===== config.mk =====
export PLATFORM = sky130hd
export DESIGN_NAME = fp_mult_arb
export DESIGN_NICKNAME = d
export VERILOG_FILES = /design/src/rtl/fp_mult_arb.sv
export SDC_FILE = /design/constraint.sdc
export NUM_CORES = 1
export LEC_CHECK = 0
export BUFFER_PORTS_ARGS = -buffer_cell sky130_fd_sc_hd__buf_2
export CAP_MARGIN = 5
export CORE_AREA = 2 2 110 112
export DETAILED_ROUTE_END_ITERATION = 10
export DIE_AREA = 0 0 112 114
export SYNTH_ARGS = -nofsm -noshare
export SYNTH_HDL_FRONTEND = slang
export SYNTH_SLANG_ARGS = --single-unit

===== constraint.sdc =====
create_clock -name clk -period 5.05 [get_ports clk]
set_input_delay 0 -clock clk [delete_from_list [all_inputs] [get_ports clk]]
set_output_delay 0 -clock clk [all_outputs]
set_load 0.05 [all_outputs]

===== src/rtl/fp_mult_arb.sv =====
// ---------------------------------------------------------------------------
// fp_mult_arb
//
// Purpose:
//   Shares one pipelined single-precision multiplier between two requesters.
//   A round-robin arbiter grants at most one operand pair per cycle and
//   issues it to the multiplier. A LATENCY-deep tag pipeline remembers which
//   requester owns each issue, so the result can be routed back as a
//   one-cycle response pulse. A flush drains all in-flight work, then spends
//   one CLEAR cycle (flush_done) before returning to RUN.
//
// Optional feature (macro FP_MULT_ARB_STICKY_EN):
//   defined   -> sticky_flags ORs in the flags of every response and is
//                cleared in the CLEAR state.
//   undefined -> sticky_flags is tied to 0 and flush only drains.
//
// Ports:
//   clk, rst                 clock, asynchronous active-high reset
//   reqN_valid/reqN_ready    requester handshake (N = 0,1)
//   reqN_a, reqN_b           requester operands (IEEE-754 single)
//   mul_valid, mul_a, mul_b  issue strobe and operands to the multiplier
//   mul_z, mul_flags         multiplier result, LATENCY cycles after issue
//   rspN_valid               one-cycle response pulse to requester N
//   rsp_z, rsp_flags         shared registered response bus
//   flush, flush_done        drain request / completion pulse
//   busy                     not in RUN, or any operation in flight
//   sticky_flags             accumulated response flags
//   dbg_state                current FSM state (0 RUN, 1 DRAIN, 2 CLEAR)
//
// Handshake: a transfer happens at a rising edge of clk when reqN_valid and
// reqN_ready are both high. reqN_ready is combinational, never depends on
// itself, and is only high when reqN_valid is high; a requester must hold
// valid and its operands stable until the transfer. Responses have no
// backpressure.
// ---------------------------------------------------------------------------
module fp_mult_arb #(
    parameter int LATENCY = 3
) (
    input  logic        clk,
    input  logic        rst,
    input  logic        req0_valid,
    input  logic        req1_valid,
    output logic        req0_ready,
    output logic        req1_ready,
    input  logic [31:0] req0_a,
    input  logic [31:0] req0_b,
    input  logic [31:0] req1_a,
    input  logic [31:0] req1_b,
    output logic        mul_valid,
    output logic [31:0] mul_a,
    output logic [31:0] mul_b,
    input  logic [31:0] mul_z,
    input  logic [5:0]  mul_flags,
    output logic        rsp0_valid,
    output logic        rsp1_valid,
    output logic [31:0] rsp_z,
    output logic [5:0]  rsp_flags,
    input  logic        flush,
    output logic        flush_done,
    output logic        busy,
    output logic [5:0]  sticky_flags,
    output logic [1:0]  dbg_state
);

    // Counter must hold LATENCY ops in the tag pipe plus one in the
    // response register.
    localparam int CNT_W = $clog2(LATENCY + 2);

    typedef enum logic [1:0] {
        ST_RUN   = 2'd0,
        ST_DRAIN = 2'd1,
        ST_CLEAR = 2'd2
    } state_t;

    state_t             r_state;
    state_t             w_next_state;
    logic               r_rr_last;      // id of the last granted requester
    logic [LATENCY:1]   r_tag_v;
    logic [LATENCY:1]   r_tag_id;
    logic [CNT_W-1:0]   r_cnt;
    logic               r_rsp0_valid;
    logic               r_rsp1_valid;
    logic [31:0]        r_rsp_z;
    logic [5:0]         r_rsp_flags;

    logic               w_sel;
    logic               w_issue;
    logic               w_take;
    logic               w_rsp_any;

    // ------------------------------------------------------------------
    // Arbitration and issue
    // ------------------------------------------------------------------
    // With both valid, the requester not granted last wins; with only one
    // valid, ~req0_valid selects whichever one it is.
    assign w_sel = (req0_valid && req1_valid) ? ~r_rr_last : ~req0_valid;

    // rst gates the combinational outputs so they read 0 while reset is held.
    assign w_issue = !rst && (r_state == ST_RUN) && !flush
                     && (req0_valid || req1_valid);

    assign req0_ready = w_issue && !w_sel;
    assign req1_ready = w_issue &&  w_sel;
    assign mul_valid  = w_issue;
    assign mul_a      = w_issue ? (w_sel ? req1_a : req0_a) : 32'h0;
    assign mul_b      = w_issue ? (w_sel ? req1_b : req0_b) : 32'h0;

    // A tag at the last stage means mul_z/mul_flags belong to a real issue.
    assign w_take    = r_tag_v[LATENCY];
    assign w_rsp_any = r_rsp0_valid || r_rsp1_valid;

    // ------------------------------------------------------------------
    // FSM
    // ------------------------------------------------------------------
    always_ff @(posedge clk or posedge rst) begin
        if (rst) begin
            r_state <= ST_RUN;
        end else begin
            r_state <= w_next_state;
        end
    end

    always_comb begin
        w_next_state = r_state;
        case (r_state)
            ST_RUN:   if (flush) w_next_state = ST_DRAIN;
            ST_DRAIN: if (r_cnt == '0) w_next_state = ST_CLEAR;
            ST_CLEAR: w_next_state = ST_RUN;
            default:  w_next_state = ST_RUN;
        endcase
    end

    // ------------------------------------------------------------------
    // Round-robin pointer, tag pipeline, in-flight counter, responses
    // ------------------------------------------------------------------
    always_ff @(posedge clk or posedge rst) begin
        if (rst) begin
            r_rr_last    <= 1'b1;   // last = 1 so req0 wins the first tie
            r_tag_v      <= '0;
            r_tag_id     <= '0;
            r_cnt        <= '0;
            r_rsp0_valid <= 1'b0;
            r_rsp1_valid <= 1'b0;
            r_rsp_z      <= 32'h0;
            r_rsp_flags  <= 6'h0;
        end else begin
            if (w_issue) begin
                r_rr_last <= w_sel;
            end

            r_tag_v[1]  <= w_issue;
            r_tag_id[1] <= w_sel;
            for (int k = 2; k <= LATENCY; k++) begin
                r_tag_v[k]  <= r_tag_v[k-1];
                r_tag_id[k] <= r_tag_id[k-1];
            end

            // An op leaves the count when its response pulse is shown.
            case ({w_issue, w_rsp_any})
                2'b10:   r_cnt <= r_cnt + CNT_W'(1);
                2'b01:   r_cnt <= r_cnt - CNT_W'(1);
                default: r_cnt <= r_cnt;
            endcase

            r_rsp0_valid <= w_take && !r_tag_id[LATENCY];
            r_rsp1_valid <= w_take &&  r_tag_id[LATENCY];
            if (w_take) begin
                r_rsp_z     <= mul_z;
                r_rsp_flags <= mul_flags;
            end
        end
    end

    assign rsp0_valid = r_rsp0_valid;
    assign rsp1_valid = r_rsp1_valid;
    assign rsp_z      = r_rsp_z;
    assign rsp_flags  = r_rsp_flags;
    assign flush_done = (r_state == ST_CLEAR);
    assign busy       = (r_state != ST_RUN) || (r_cnt != '0);
    assign dbg_state  = r_state;

    // ------------------------------------------------------------------
    // Sticky status
    // ------------------------------------------------------------------
`ifdef FP_MULT_ARB_STICKY_EN
    logic [5:0] r_sticky;

    // Accumulates at the same edge that loads rsp_flags, so sticky_flags
    // already includes a response while its pulse is visible.
    always_ff @(posedge clk or posedge rst) begin
        if (rst) begin
            r_sticky <= 6'h0;
        end else if (r_state == ST_CLEAR) begin
            r_sticky <= 6'h0;
        end else if (w_take) begin
            r_sticky <= r_sticky | mul_flags;
        end
    end

    assign sticky_flags = r_sticky;
`else
    assign sticky_flags = 6'h0;
`endif

endmodule


# Word-level counts from Yosys, hierarchy flattened

Cells that the tools add are included.

Bits in registers: 52

Reduce and logical (&&, ||, !) cells: 21
Bitwise gates (word level): 2
Muxes and demuxes: 9
$add $sub $neg: 2
Equal/unequal tests: 6

Operators by type and width:

| cell                                                               | count |
|---|---|
| 32-bit 2-to-1 mux                                                  | 4 |
| 1-bit logical AND                                                  | 8 |
| 3-bit case mux with 2 select lines                                 | 1 |
| 2-bit by 1-bit == test with 1-bit output, second input constant    | 2 |
| 2-bit == test, second input constant                               | 2 |
| 1-bit zero test                                                    | 4 |
| 2-bit 2-to-1 mux                                                   | 2 |
| 2-bit != test, second input constant                               | 2 |
| 2-bit case mux with 2 select lines                                 | 1 |
| 2-bit nonzero test                                                 | 2 |
| 3-bit by 1-bit adder with 3-bit output, second input constant      | 1 |
| 3-bit zero test                                                    | 1 |
| 1-bit logical OR                                                   | 3 |
| 3-bit nonzero test                                                 | 1 |
| 3-bit by 1-bit subtractor with 3-bit output, second input constant | 1 |
| 2-bit zero test                                                    | 1 |
| 1-bit inverter                                                     | 2 |
| 2-bit AND reduction                                                | 1 |
| 1-bit 2-to-1 mux                                                   | 1 |

# Logic depth before layout (Yosys ltp)

Depth after elaboration: 6
Gate-level depth with buffers: 9

# Worst setup path after synthesis

No wires, ideal clock.

Kind: register to register
Start: register r_state[0], in the netlist dbg_state[0]
End: register r_cnt[2]
Buffers on the path: 1
Stages on the path, launching flop included: 10
Path slack: 2719 ps
Data arrival time: 2252 ps
Cells stage by stage: dfrtp_1 nor4_2 o21ai_2 clkbuf_1 ha_1 inv_1 fa_1 xor2_1 nor2_1 xor2_1

Longest elaborated chain between the ends: 6

RTL lines:

| item                                                                             | line | RTL |
|---|---|---|
| from (decl)                                                                      | 75   | `state_t r_state;` |
| from (signal assigned)                                                           | 119  | `r_state <= w_next_state;` |
| 2-bit zero test (*)                                                              | 99   | `assign w_issue = !rst && (r_state == ST_RUN) && !flush` |
| 1-bit logical AND (*) (2 in a row)                                               | 99   |  |
| 1-bit logical AND (*)                                                            | 100  | `&& (req0_valid \|\| req1_valid);` |
| 2-bit by 1-bit == test with 1-bit output / 2-bit == test (equally long branches) | 159  | `case ({w_issue, w_rsp_any})` |
| 3-bit case mux with 2 select lines / 2-bit nonzero test (equally long branches)  | n/a  |  |
| to (signal assigned)                                                             | 160  | `2'b10: r_cnt <= r_cnt + CNT_W'(1);` |
| to (signal assigned)                                                             | 161  | `2'b01: r_cnt <= r_cnt - CNT_W'(1);` |
| to (signal assigned)                                                             | 162  | `default: r_cnt <= r_cnt;` |
| to (decl)                                                                        | 80   | `logic [CNT_W-1:0] r_cnt;` |

Every way passes the cells marked *; elsewhere a longest branch is shown, timed or not.
A chain may end at the register's enable or synchronous reset.

# Worst setup path in the final report

Start: register r_rr_last
End: output req1_ready

Longest elaborated chain between the ends: 3

RTL lines:

| item                   | line | RTL |
|---|---|---|
| from (decl)            | 77   | `logic r_rr_last;` |
| from (signal assigned) | 148  | `r_rr_last <= w_sel;` |
| 1-bit inverter         | 96   | `assign w_sel = (req0_valid && req1_valid) ? ~r_rr_last : ~req0_valid;` |
| 1-bit 2-to-1 mux       | 96   |  |
| net w_sel              | 86   | `logic w_sel;` |
| 1-bit logical AND      | 103  | `assign req1_ready = w_issue && w_sel;` |
| to (decl)              | 44   | `output logic req1_ready,` |

The timed path passes the listed nets, and every way through them passes these cells.

==> impl_metrics.py <==
metrics = {
    "worst_setup_path": {
        "crit_required_ns": 5.05,
        "crit_arrival_ns": 2.72,
        "slowest_delay_ns": 0.87,
        "cp_top_family": "simple AND/OR/NAND/NOR gates",
        "startpoint_type": "register",
        "path_max_fanout": 84,
        "crit_type": "reg -> out",
        "cp_cell_sequence": "and2b_2, buf_4, nand2b_1, nor2b_1, buf_2",
        "cpMaxStageDelayCell": "and2b_2",
        "path_buf_inv": 2,
        "critPathCaptureType": "primary output",
    },
    "sta": {
        "finalMaxSlewViolations": 0,
        "tightest_slew_ns": 1.07,
        "fmax_mhz": 367,
        "finalCritPeriodShare": 0.539,
        "final-hold-violation-count": 11,
        "setup_tns_ns": 0,
        "slew_headroom": 0.285,
        "post-route-min-period_ns": 2.72,
        "rsz0062_at_grt": "false",
        "setup_violations": 0,
        "hold_slack_ns": -0.0162,
        "fin_skew_ns": 0.00360,
    },
    "layout": {
        "drive_gt1_frac": 0.519,
        "syn2layout_area_growth_pct": 60.2,
        "antenna_cells": 0,
        "final_nets": 823,
    },
    "clocking": {
        "cts_max_level": 2,
        "clock_path_buffers": 2,
        "clock-sinks": 52,
        "numCtsBuffers": 5,
        "clk_pin_slew_ns": 0.07,
        "cts_root_buffer": "clkbuf_16",
        "cts_tree": "done",
        "clk_latency_ns": 0.29,
        "cts_resized": 0,
    },
    "placement": {
        "port_buffers": 281,
        "dp_hpwl_mm": 8.55,
        "gp_congestion": 0.825,
    },
    "power_and_ir_drop": {
        "comb_power_share": 0.584,
        "power_switching_mw": 1.29,
        "p_sw_frac": 0.513,
        "power.leakage_nw": 2.65,
        "internal_power_mw": 1.22,
        "p_per_area_nw_per_um2": 476,
        "clockPowerShare": 0.137,
        "ir_drop_v": 0.000415,
        "seq_power_share": 0.279,
        "p_total_mw": 2.51,
    },
    "routing": {
        "firstDrtPassIters": 4,
        "drt-met1-wl_mm": 5.13,
        "avgViaCountPerCell": 4.78,
        "wirelength_mm": 12.0,
        "drc_errors": 0,
        "wl_met2_mm": 5.59,
        "vias": 3818,
        "wl_met3_mm": 1.15,
        "wl_per_cell_um": 15.1,
        "drtIter0Drc": 169,
        "highest_layer": "met4",
        "ant_nets": 0,
    },
    "yosys": {
        "mappedNetlistArea_um2": 3290,
        "yosys.area.top_type": "dfrtp_1",
        "yosys-top-cells-area": "dfrtp_1 (39%), nand3b_1 (15%), mux2_2 (13%), a21oi_1 (9.7%), o21ai_0 (9.7%)",
        "synth-main-ff-cell": "dfrtp_1",
        "synth_cells": 357,
        "syn_avg_cell_area_um2": 9.20,
        "ys_ff_latch": 52,
        "ys_types": 32,
        "synth_top_area_share": 0.388,
        "synth_async_sr_flop_share": 1.00,
        "yosysWarnings": 0,
        "ys_seq_area_frac": 0.396,
        "synth-edff-count": 0,
        "synth_common_cells": "a21oi_1 (64), nand3b_1 (64), o21ai_0 (64)",
    },
    "grt": {
        "antenna_found_initial": 0,
        "grt_pass1_wl_mm": 18.2,
        "overflow": 0,
        "grt_max_degree": 85,
        "grt_pass1_vias": 3612,
        "grt_usage": 0.175,
    },
    "floorplanning": {
        "ios": 288,
        "dieArea_um2": 12800,
        "rows": 40,
        "die_h_um": 114,
        "initial_core_util": 0.281,
        "die_width_um": 112,
        "core_area_um2": 11700,
    },
    "hold_path": {
        "min_path_type": "in -> async",
    },
    "run": {
        "maxCapViolCount": 0,
    },
    "status": {
        "outcome": "finished with violations",
        "violations": "negative hold slack",
    },
}
==> cells by family after synthesis <==
| group | count (synthesis) | synth area share |
|---|---|---|
| buffers and inverters | 50 | 0.0735 |
| XOR/XNOR | 3 | 0.00800 |
| other | 1 | 0.00114 |
| adder cells (fa/ha/maj) | 2 | 0.00990 |
| multiplexers | 40 | 0.137 |
| AND/OR/NAND/NOR | 79 | 0.174 |
| flip-flops | 52 | 0.396 |
| AO/OA/AOI/OAI | 130 | 0.200 |
==> state kept, by name, indices dropped and copies added (netlist names) <==
name / count
rsp0_valid: 1
rsp1_valid: 1
r_cnt: 3
dbg_state: 2
r_tag_id: 3
rsp_flags: 6
r_tag_v: 3
r_rr_last: 1
rsp_z: 32
==> path summary, 6_finish.rpt <==
| kind | from | endpoint | slack (ns) | depth (start not counted) |
|---|---|---|---|---|
| max in group asynchronous | rst | rsp_z[7] | 4.39 | 2 |
| setup / recovery | r_rr_last | req1_ready | 2.33 | 5 |
| hold / removal | rst | dbg_state[0] | -0.02 | 2 |
| hold reg to reg | r_tag_id[1] | r_tag_id[2] | 0.35 | 0 |
| setup reg to reg | r_rr_last | r_rr_last | 2.83 | 4 |
| min in group clk | rst | r_cnt[0] | 0.23 | 5 |
==> routing by layer <==
| metal | vias to the layer above | global-route usage |
|---|---|---|
| met3 | 12 | 0.0521 |
| met5 | - | 0 |
| met4 | 0 | 0.0463 |
| met1 | 1749 | 0.220 |
| li1 | 1856 | - |
| met2 | 201 | 0.295 |
==> per-stage QoR <==
stage	setup slack [ns]	hold slack [ns]	std cells	area [um^2]	utilization
2_1_floorplan	2.72	0.123	362	3300	-
3_3_place_gp	2.71	0.233	751	4720	0.403
3_5_place_dp	2.63	0.238	751	4720	0.403
4_1_cts	2.30	0.0319	798	5270	0.450
5_1_grt	2.08	0.0789	798	5270	0.450
6_report	2.33	-0.0162	798	5270	0.450
==> repair_timing <==
action / in CTS / in global routing
setup buffers: 0 / 0
setup endpoints to repair: 0 / 0
endpoints found under the hold margin: 39 / 0
hold buffers: 39 / 0
==> cell type report <==
| cell class | count | area (um^2) |
|---|---|---|
| fillers | 1087 | 6450 |
| clock buffers | 5 | 125 |
| flip-flops and latches | 52 | 1300 |
| multi-input cells | 260 | 1770 |
| well taps | 147 | 184 |
| inverters | 6 | 22.5 |
| clock inverters | 3 | 27.5 |
| repair buffers | 325 | 1830 |
==> power groups by stage <==
stage / clock network (mW) / registers [mW] / logic, mW
after floorplan: 0 / 1.26 / 0.537
after global placement: 0 / 0.696 / 1.42
after detailed placement: 0 / 0.704 / 1.44
after CTS: 0.358 / 0.696 / 1.47
after global routing: 0.374 / 0.724 / 1.55
final: 0.344 / 0.700 / 1.46
==> placed cells by master, fill, tap and decap left out, types with 2 or more instances in the layout <==
cell / count
buf_2: 281
nand3b_1: 64
o21ai_0: 64
a21oi_1: 64
dfrtp_1: 51
dlygate4sd3_1: 39
mux2_2: 38
conb_1: 6
clkbuf_16: 5
buf_4: 5
inv_1: 4
nor2_1: 3
nor2b_1: 3
nand2b_1: 2
and2_1: 2
xor2_1: 2
Note: power is estimated with default switching activity, not from simulation.
